===== config.mk =====
export PLATFORM = sky130hd
export DESIGN_NAME = uart_rx_deserializer
export DESIGN_NICKNAME = d
export VERILOG_FILES = /design/src/rtl/uart_rx_deserializer.sv
export SDC_FILE = /design/constraint.sdc
export NUM_CORES = 1
export LEC_CHECK = 0
export ABC_AREA = 0
export ABC_CLOCK_PERIOD_IN_PS = 2700
export BUFFER_PORTS_ARGS = -buffer_cell sky130_fd_sc_hd__buf_2
export CORE_MARGIN = 8
export CORE_UTILIZATION = 45
export CTS_BUF_LIST = sky130_fd_sc_hd__clkbuf_4
export DETAILED_ROUTE_END_ITERATION = 16
export PLACE_DENSITY = 0.6
export SETUP_SLACK_MARGIN = 0.1
export SLEW_MARGIN = 25
export SYNTH_ARGS = -nofsm -noshare
export SYNTH_HDL_FRONTEND = slang
export SYNTH_SLANG_ARGS = --single-unit

===== constraint.sdc =====
create_clock -name clk_i -period 2.7 [get_ports clk_i]
set_clock_uncertainty 0.2 [all_clocks]
set_input_delay 0.135 -clock clk_i [delete_from_list [all_inputs] [get_ports clk_i]]
set_output_delay 0.135 -clock clk_i [all_outputs]
set_load 0.01 [all_outputs]

===== src/rtl/uart_rx_deserializer.sv =====
// UART receiver: 2-FF synchronised line, start detection on the oversampling tick,
// 2-of-3 mid-bit majority vote, LSB-first deserialisation, optional parity, valid/ready output.
module uart_rx_deserializer #(
    parameter int DATA_BITS  = 8,
    parameter int OVERSAMPLE = 16,
    parameter int PARITY_EN  = 0,
    parameter int PARITY_ODD = 0
) (
    input  logic       clk_i,
    input  logic       rst_ni,
    input  logic       sample_tick_i,
    input  logic       rx_i,
    input  logic       rx_ready_i,
    output logic [7:0] rx_data_o,
    output logic       rx_valid_o,
    output logic       framing_error_o,
    output logic       parity_error_o,
    output logic       overrun_o,
    output logic       busy_o
);

    localparam int TCW = $clog2(OVERSAMPLE);
    localparam int M   = OVERSAMPLE / 2;
    localparam logic [TCW-1:0] TC_LAST = TCW'(OVERSAMPLE - 1);
    localparam logic [TCW-1:0] TC_V0   = TCW'(M - 1);
    localparam logic [TCW-1:0] TC_V1   = TCW'(M);
    localparam logic [TCW-1:0] TC_V2   = TCW'(M + 1);
    localparam logic [2:0]     IDX_LAST = 3'(DATA_BITS - 1);

    typedef enum logic [2:0] {
        S_IDLE, S_START, S_DATA, S_PARITY, S_STOP, S_BREAK
    } state_t;

    state_t         state_q, state_d;
    logic           rx_meta_q, rx_s_q;
    logic [TCW-1:0] tc_q, tc_d;
    logic [2:0]     idx_q, idx_d;
    logic           v0_q, v0_d, v1_q, v1_d;
    logic [7:0]     shift_q, shift_d;
    logic           par_q, par_d;
    logic [7:0]     data_q, data_d;
    logic           valid_q, valid_d;
    logic           fe_q, fe_d;
    logic           pe_q, pe_d;
    logic           ovr_q, ovr_d;

    logic           maj, tc_wrap, accept, complete, frame_fe, frame_pe;

    always_ff @(posedge clk_i or negedge rst_ni) begin
        if (!rst_ni) begin
            rx_meta_q <= 1'b1;
            rx_s_q    <= 1'b1;
            state_q   <= S_IDLE;
            tc_q      <= '0;
            idx_q     <= '0;
            v0_q      <= 1'b0;
            v1_q      <= 1'b0;
            shift_q   <= '0;
            par_q     <= 1'b0;
            data_q    <= '0;
            valid_q   <= 1'b0;
            fe_q      <= 1'b0;
            pe_q      <= 1'b0;
            ovr_q     <= 1'b0;
        end else begin
            rx_meta_q <= rx_i;
            rx_s_q    <= rx_meta_q;
            state_q   <= state_d;
            tc_q      <= tc_d;
            idx_q     <= idx_d;
            v0_q      <= v0_d;
            v1_q      <= v1_d;
            shift_q   <= shift_d;
            par_q     <= par_d;
            data_q    <= data_d;
            valid_q   <= valid_d;
            fe_q      <= fe_d;
            pe_q      <= pe_d;
            ovr_q     <= ovr_d;
        end
    end

    // Third vote is the live synchronised sample at tc = M+1.
    assign maj     = (v0_q & v1_q) | (v0_q & rx_s_q) | (v1_q & rx_s_q);
    assign tc_wrap = (tc_q == TC_LAST);
    assign accept  = valid_q & rx_ready_i;

    always_comb begin
        state_d  = state_q;
        tc_d     = tc_q;
        idx_d    = idx_q;
        v0_d     = v0_q;
        v1_d     = v1_q;
        shift_d  = shift_q;
        par_d    = par_q;
        data_d   = data_q;
        valid_d  = valid_q;
        fe_d     = fe_q;
        pe_d     = pe_q;
        ovr_d    = 1'b0;
        complete = 1'b0;
        frame_fe = 1'b0;
        frame_pe = (PARITY_EN != 0) && (((^shift_q) ^ par_q) != 1'(PARITY_ODD));

        if (accept) valid_d = 1'b0;

        if (sample_tick_i) begin
            if (state_q != S_IDLE && state_q != S_BREAK) begin
                tc_d = tc_wrap ? '0 : tc_q + 1'b1;
                if (tc_q == TC_V0) v0_d = rx_s_q;
                if (tc_q == TC_V1) v1_d = rx_s_q;
            end
            case (state_q)
                S_IDLE: begin
                    if (!rx_s_q) begin
                        state_d = S_START;
                        tc_d    = '0;
                        shift_d = '0;
                        par_d   = 1'b0;
                    end
                end
                S_START: begin
                    if (tc_q == TC_V2 && maj) begin
                        state_d = S_IDLE;
                    end else if (tc_wrap) begin
                        state_d = S_DATA;
                        idx_d   = '0;
                    end
                end
                S_DATA: begin
                    if (tc_q == TC_V2) shift_d[idx_q] = maj;
                    if (tc_wrap) begin
                        if (idx_q == IDX_LAST) state_d = (PARITY_EN != 0) ? S_PARITY : S_STOP;
                        else                   idx_d   = idx_q + 3'd1;
                    end
                end
                S_PARITY: begin
                    if (tc_q == TC_V2) par_d = maj;
                    if (tc_wrap) state_d = S_STOP;
                end
                S_STOP: begin
                    // Deciding half a bit early leaves time to catch a back-to-back start edge.
                    if (tc_q == TC_V2) begin
                        complete = 1'b1;
                        frame_fe = ~maj;
                        state_d  = (!maj && shift_q == 8'd0) ? S_BREAK : S_IDLE;
                    end
                end
                S_BREAK: begin
                    if (rx_s_q) state_d = S_IDLE;
                end
                default: state_d = S_IDLE;
            endcase
        end

        if (complete) begin
            if (valid_q && !accept) begin
                ovr_d = 1'b1;
            end else begin
                valid_d = 1'b1;
                data_d  = shift_q;
                fe_d    = frame_fe;
                pe_d    = frame_pe;
            end
        end
    end

    assign rx_data_o       = data_q;
    assign rx_valid_o      = valid_q;
    assign framing_error_o = fe_q;
    assign parity_error_o  = pe_q;
    assign overrun_o       = ovr_q;
    assign busy_o          = (state_q != S_IDLE);

endmodule

# Yosys cells after proc, flatten, opt, wreduce, memory -nomap -nowiden
# Index checks and enable logic that the tools add are counted.
dict set report totals {
  register_bits 33
  latchBits 0
  ram_bits 0
  mem_bits_ro 0
  in_bits 5
  output_inout_bits 13
  n_memories 0
}
dict set report classes {
  n_addsub 2
  n_mul 0
  div_mod_pow 0
  order_cmp 2
  eq_ne 22
  shifts 0
  mux 36
  bitwise_logic 8
  reduce_logical 18
}
# operator n
set op_table {}
lappend op_table {{$mux W3} 13}
lappend op_table {{$ne A2 B2 Y1 const B} 10}
lappend op_table {{$pmux W3 S6} 1}
lappend op_table {{$mux W4} 4}
lappend op_table {{$mux W8} 2}
lappend op_table {{$pmux W8 S2} 1}
lappend op_table {{$eq A4 B4 Y1 const B} 3}
lappend op_table {{$mux W1} 12}
lappend op_table {{$eq A3 B3 Y1 const B} 3}
lappend op_table {{$bwmux W8} 1}
lappend op_table {{$logic_not A8 Y1} 1}
lappend op_table {{$reduce_and A8 Y1} 1}
lappend op_table {{$eq A3 B2 Y1 const B} 2}
lappend op_table {{$ne A3 B3 Y1 const B} 2}
lappend op_table {{$pmux W3 S2} 1}
lappend op_table {{$reduce_and A3 Y1} 2}
lappend op_table {{$reduce_and A6 Y1} 1}
lappend op_table {{$logic_and A1 B1 Y1} 5}
lappend op_table {{$add A4 B1 Y4 const B} 1}
lappend op_table {{$and A1 B1 Y1} 4}
lappend op_table {{$eq A4 B3 Y1 const B} 1}
lappend op_table {{$lt A3 B4 Y1 const B} 1}
lappend op_table {{$reduce_and A4 Y1} 1}
lappend op_table {{$reduce_bool A2 Y1} 2}
lappend op_table {{other kinds (10)} 13}

# Logic depth before layout (Yosys ltp)
dict set report depth {
  word_depth 8
  depth_mapped 7
}

# Worst setup path before layout
# No wires, ideal clock.
dict set report synth_timing {
  kind {register to register}
  startpoint {register tc_q[1]}
  endpoint {register state_q[0]}
  arrival_time_ns 1.684
  required_time_ns 2.375
  slack_ns 0.691
  path_stages_with_launch 8
  path_buffers 1
  synth_period_minus_slack_ns 2.009
  cell_sequence {dfrtp_1 inv_1 ha_1 and3b_1 buf_4 a311oi_1 or4_4 mux2_4}
}
dict set report synth_between {
  elab_chain_len 4
}
# element line
set synth_rtl {}
lappend synth_rtl {{start, declared} 36} ;# logic [TCW-1:0] tc_q, tc_d;
lappend synth_rtl {{start signal, assigned} 69} ;# tc_q <= tc_d;
lappend synth_rtl {{$eq A4 B4 Y1} {123, 143}}
lappend synth_rtl {{$logic_and A1 B1 Y1} 123} ;# if (tc_q == TC_V2 && maj) begin
lappend synth_rtl {{$ne A3 B3 Y1 (no line) / $mux W3 (equally long branches)} -}
lappend synth_rtl {{$reduce_and A8 Y1 (no line) / $pmux W3 S6 (equally long branches)} -}
lappend synth_rtl {{end signal, assigned} 68} ;# state_q <= state_d;
lappend synth_rtl {{end, declared} 34} ;# state_t state_q, state_d;
# Several ways; a longest one is shown, not always the timed one.
# A chain may end at the register's enable or synchronous reset.

# Worst setup path after layout
# Same ends and word-level chain as after synthesis.

==> results.py <==
metrics = {
    "floorplan": {
        "io_pins": 18,
        "dieArea_mm2": 0.00604,
        "die_h_um": 77.7,
        "core_area_mm2": 0.00366,
        "start_util": 0.468,
        "fp.dieW_um": 77.7,
        "num_rows": 22,
    },
    "cts": {
        "htree_levels": 2,
        "clk_pin_slew_ns": 0.11,
        "cts_buffer_depth": 2,
        "clk_latency_ns": 0.34,
        "cts_num_sinks": 33,
        "cts_resized": 0,
        "cts-buffers-inserted": 5,
        "tritoncts": "yes",
        "cts-root-buf": "clkbuf_4",
        "cts_setup_buffers": 0,
    },
    "synthesis": {
        "yosysWarnings": 0,
        "syn_nets": 173,
        "synthesis.area_mm2": 0.00171,
        "synthArstFlopShare": 1.00,
        "synth_cell_type_count": 43,
        "syn_avg_cell_area_um2": 10.5,
        "synth-seq-cells": 33,
        "syn_inst": 163,
        "ys_seq_area_frac": 0.484,
        "synth_top_flop_cell": "dfrtp_1",
        "synth-edff-count": 0,
    },
    "drt": {
        "vias": 1330,
        "detail-route-antenna-nets": 0,
        "viasPerCell": 5.76,
        "drc_errors": 0,
        "initialDrtViolationCount": 72,
        "totalWireLength_mm": 3.48,
        "post_drt_wl_per_cell_um": 15.1,
        "drt-pass1-iter-count": 4,
    },
    "placed_design": {
        "hpwl_mm": 2.54,
        "port_buffers": 16,
        "dp_worst_setup_slack_ns": 0.551,
        "placed_area_mm2": 0.00180,
        "gp_congestion": 0.921,
    },
    "critical_path": {
        "cp_max_fo": 6,
        "worst-setup-path-type": "reg -> reg",
        "crit_required_ns": 2.72,
        "cp-start-kind": "flip-flop",
        "cp-end-kind": "flip-flop",
        "worstPathArrival_ns": 2.22,
    },
    "power_and_ir_drop": {
        "power.leakage_nw": 0.950,
        "p_per_area_mw_per_mm2": 831,
        "vdd_drop_max_v": 0.000459,
    },
    "timing": {
        "hold_viol": 0,
        "finalCritPeriodShare": 0.813,
        "whs_ns": 0.160,
        "max_freq_mhz": 456,
        "drv_slew": 0,
        "finalWorstSetupSlack_ns": 0.506,
        "rsz0062_at_grt": "no",
        "finalCriticalPeriod_ns": 2.19,
        "timing.slew.headroom": 0.529,
        "worst_slew_pin_slew_ns": 0.707,
        "setup_viol": 0,
        "tns_ns": 0,
    },
    "cells_and_area": {
        "synthToLayoutAreaGrowth_pct": 12.9,
        "nNetsFinal": 192,
        "final_core_util": 0.528,
        "n_antenna_cell": 0,
        "fin_area_mm2": 0.00193,
        "drive_above_1_share": 0.230,
    },
    "flow_run": {
        "max_cap_violations": 0,
    },
    "global_route": {
        "grt_max_degree": 34,
        "grt_overflow_total": 0,
        "antenna_found_initial": 0,
        "grt_pass1_wl_mm": 6.04,
        "grt_pass1_vias": 1302,
        "grt_usage": 0.123,
    },
    "outcome": {
        "status": "completed",
    },
    "min_path": {
        "hold_class": "reg -> reg",
    },
}
cells in the mapped netlist (2+ instances only):
cell,count,area share
nor4_1,3,0.011
nand4_1,3,0.011
dfrtp_1,31,0.45
ha_1,5,0.037
a31oi_1,9,0.033
nor3_1,4,0.012
nand2b_1,3,0.011
o2111ai_1,3,0.015
dfstp_2,2,0.031
nand3_1,3,0.0088
mux2i_1,3,0.018
clkbuf_1,3,0.0066
a21oi_1,4,0.012
mux2_2,10,0.066
mux2_4,3,0.026
inv_1,9,0.020
nand2_1,12,0.026
buf_2,3,0.0088
buf_4,3,0.013
nor2_1,3,0.0066
o31ai_1,4,0.018
o21ai_0,19,0.056
state kept, by name, summed over array words and instances, names as in the netlist:
register	cells
tc_q	4
rx_s_q	1
rx_valid_o	1
idx_q	3
state_q	3
framing_error_o	1
v0_q	1
v1_q	1
overrun_o	1
rx_data_o	8
rx_meta_q	1
shift_q	8
path summary, 6_finish.rpt:
kind	start	to	slack, ns	cells after the start
min in group asynchronous	rst_ni	shift_q[2]	0.17	2
max in group asynchronous	rst_ni	v0_q	1.67	2
hold / removal	rx_meta_q	rx_s_q	0.16	0
setup reg to reg	tc_q[1]	state_q[0]	0.51	6
setup / recovery	tc_q[1]	state_q[0]	0.51	6
hold reg to reg	rx_meta_q	rx_s_q	0.16	0
placed cells by master, fill, tap and decap left out, types with 4 or more instances in the layout:
| cell type | Yosys | final |
|---|---|---|
| mux2_2 | 10 | 10 |
| o31ai_1 | 4 | 4 |
| buf_2 | 3 | 16 |
| a21oi_1 | 4 | 4 |
| nor3_1 | 4 | 4 |
| clkbuf_4 | 0 | 6 |
| nand2_1 | 12 | 12 |
| ha_1 | 5 | 5 |
| a31oi_1 | 9 | 9 |
| dfrtp_1 | 31 | 31 |
| inv_1 | 9 | 9 |
| o21ai_0 | 19 | 19 |
| dlygate4sd3_1 | 0 | 5 |
critical path: stages (launching register included):
cell,delay [ns]
dfrtp_1,0.42
inv_1,0.10
ha_1,0.16
and3b_1,0.28
a311oi_1,0.13
or4_4,0.47
mux2_4,0.32
routing by layer:
metal  wire, um  part of all wire  global-route usage  vias up
met4        120             0.034              0.0755        0
met5          0                 0                   0        -
met3        235             0.067              0.0507       11
met2       1560              0.45               0.183       45
li1           -                 -                   -      642
met1       1570              0.45               0.145      632
per-stage QoR:
step                      power (mW)  std cells
after floorplan                 1.12        163
after global placement          1.22        218
after detailed placement        1.23        218
after CTS                       1.62        231
after global routing            1.72        231
final                           1.61        231
final cells by class:
type,count,area (um^2)
Sequential cell,33,828
Clock buffer,6,45.0
Clock inverter,2,33.8
Timing Repair Buffer,21,130
Fill cell,335,1730
Inverter,9,33.8
Multi-Input combinational cell,112,802
Tap cell,48,60.1
kinds of logic (layout without fill, tap and decap cells):
| kind of cell | count (synthesis) | after routing | synth area share |
|---|---|---|---|
| AO/OA/AOI/OAI | 46 | 46 | 0.164 |
| XOR/XNOR | 1 | 1 | 0.00511 |
| adder cells (fa/ha/maj) | 6 | 6 | 0.0424 |
| buffers and inverters | 18 | 38 | 0.0482 |
| flip-flops | 33 | 33 | 0.484 |
| multiplexers | 16 | 16 | 0.110 |
| other | 1 | 1 | 0.00219 |
| AND/OR/NAND/NOR | 42 | 42 | 0.145 |
power breakdown:
part	internal (mW)	total, mW	switching, mW
combinational	0.238	0.520	0.282
sequential	0.572	0.720	0.147
clock	0.203	0.367	0.165
total	1.01	1.61	0.594
what timing repair did:
item / in CTS / in global routing
hold buffers: 5 / 0
hold endpoints to repair: 35 / 0
setup endpoints to repair: 0 / 0
Note: power is estimated with default switching activity, not from simulation.
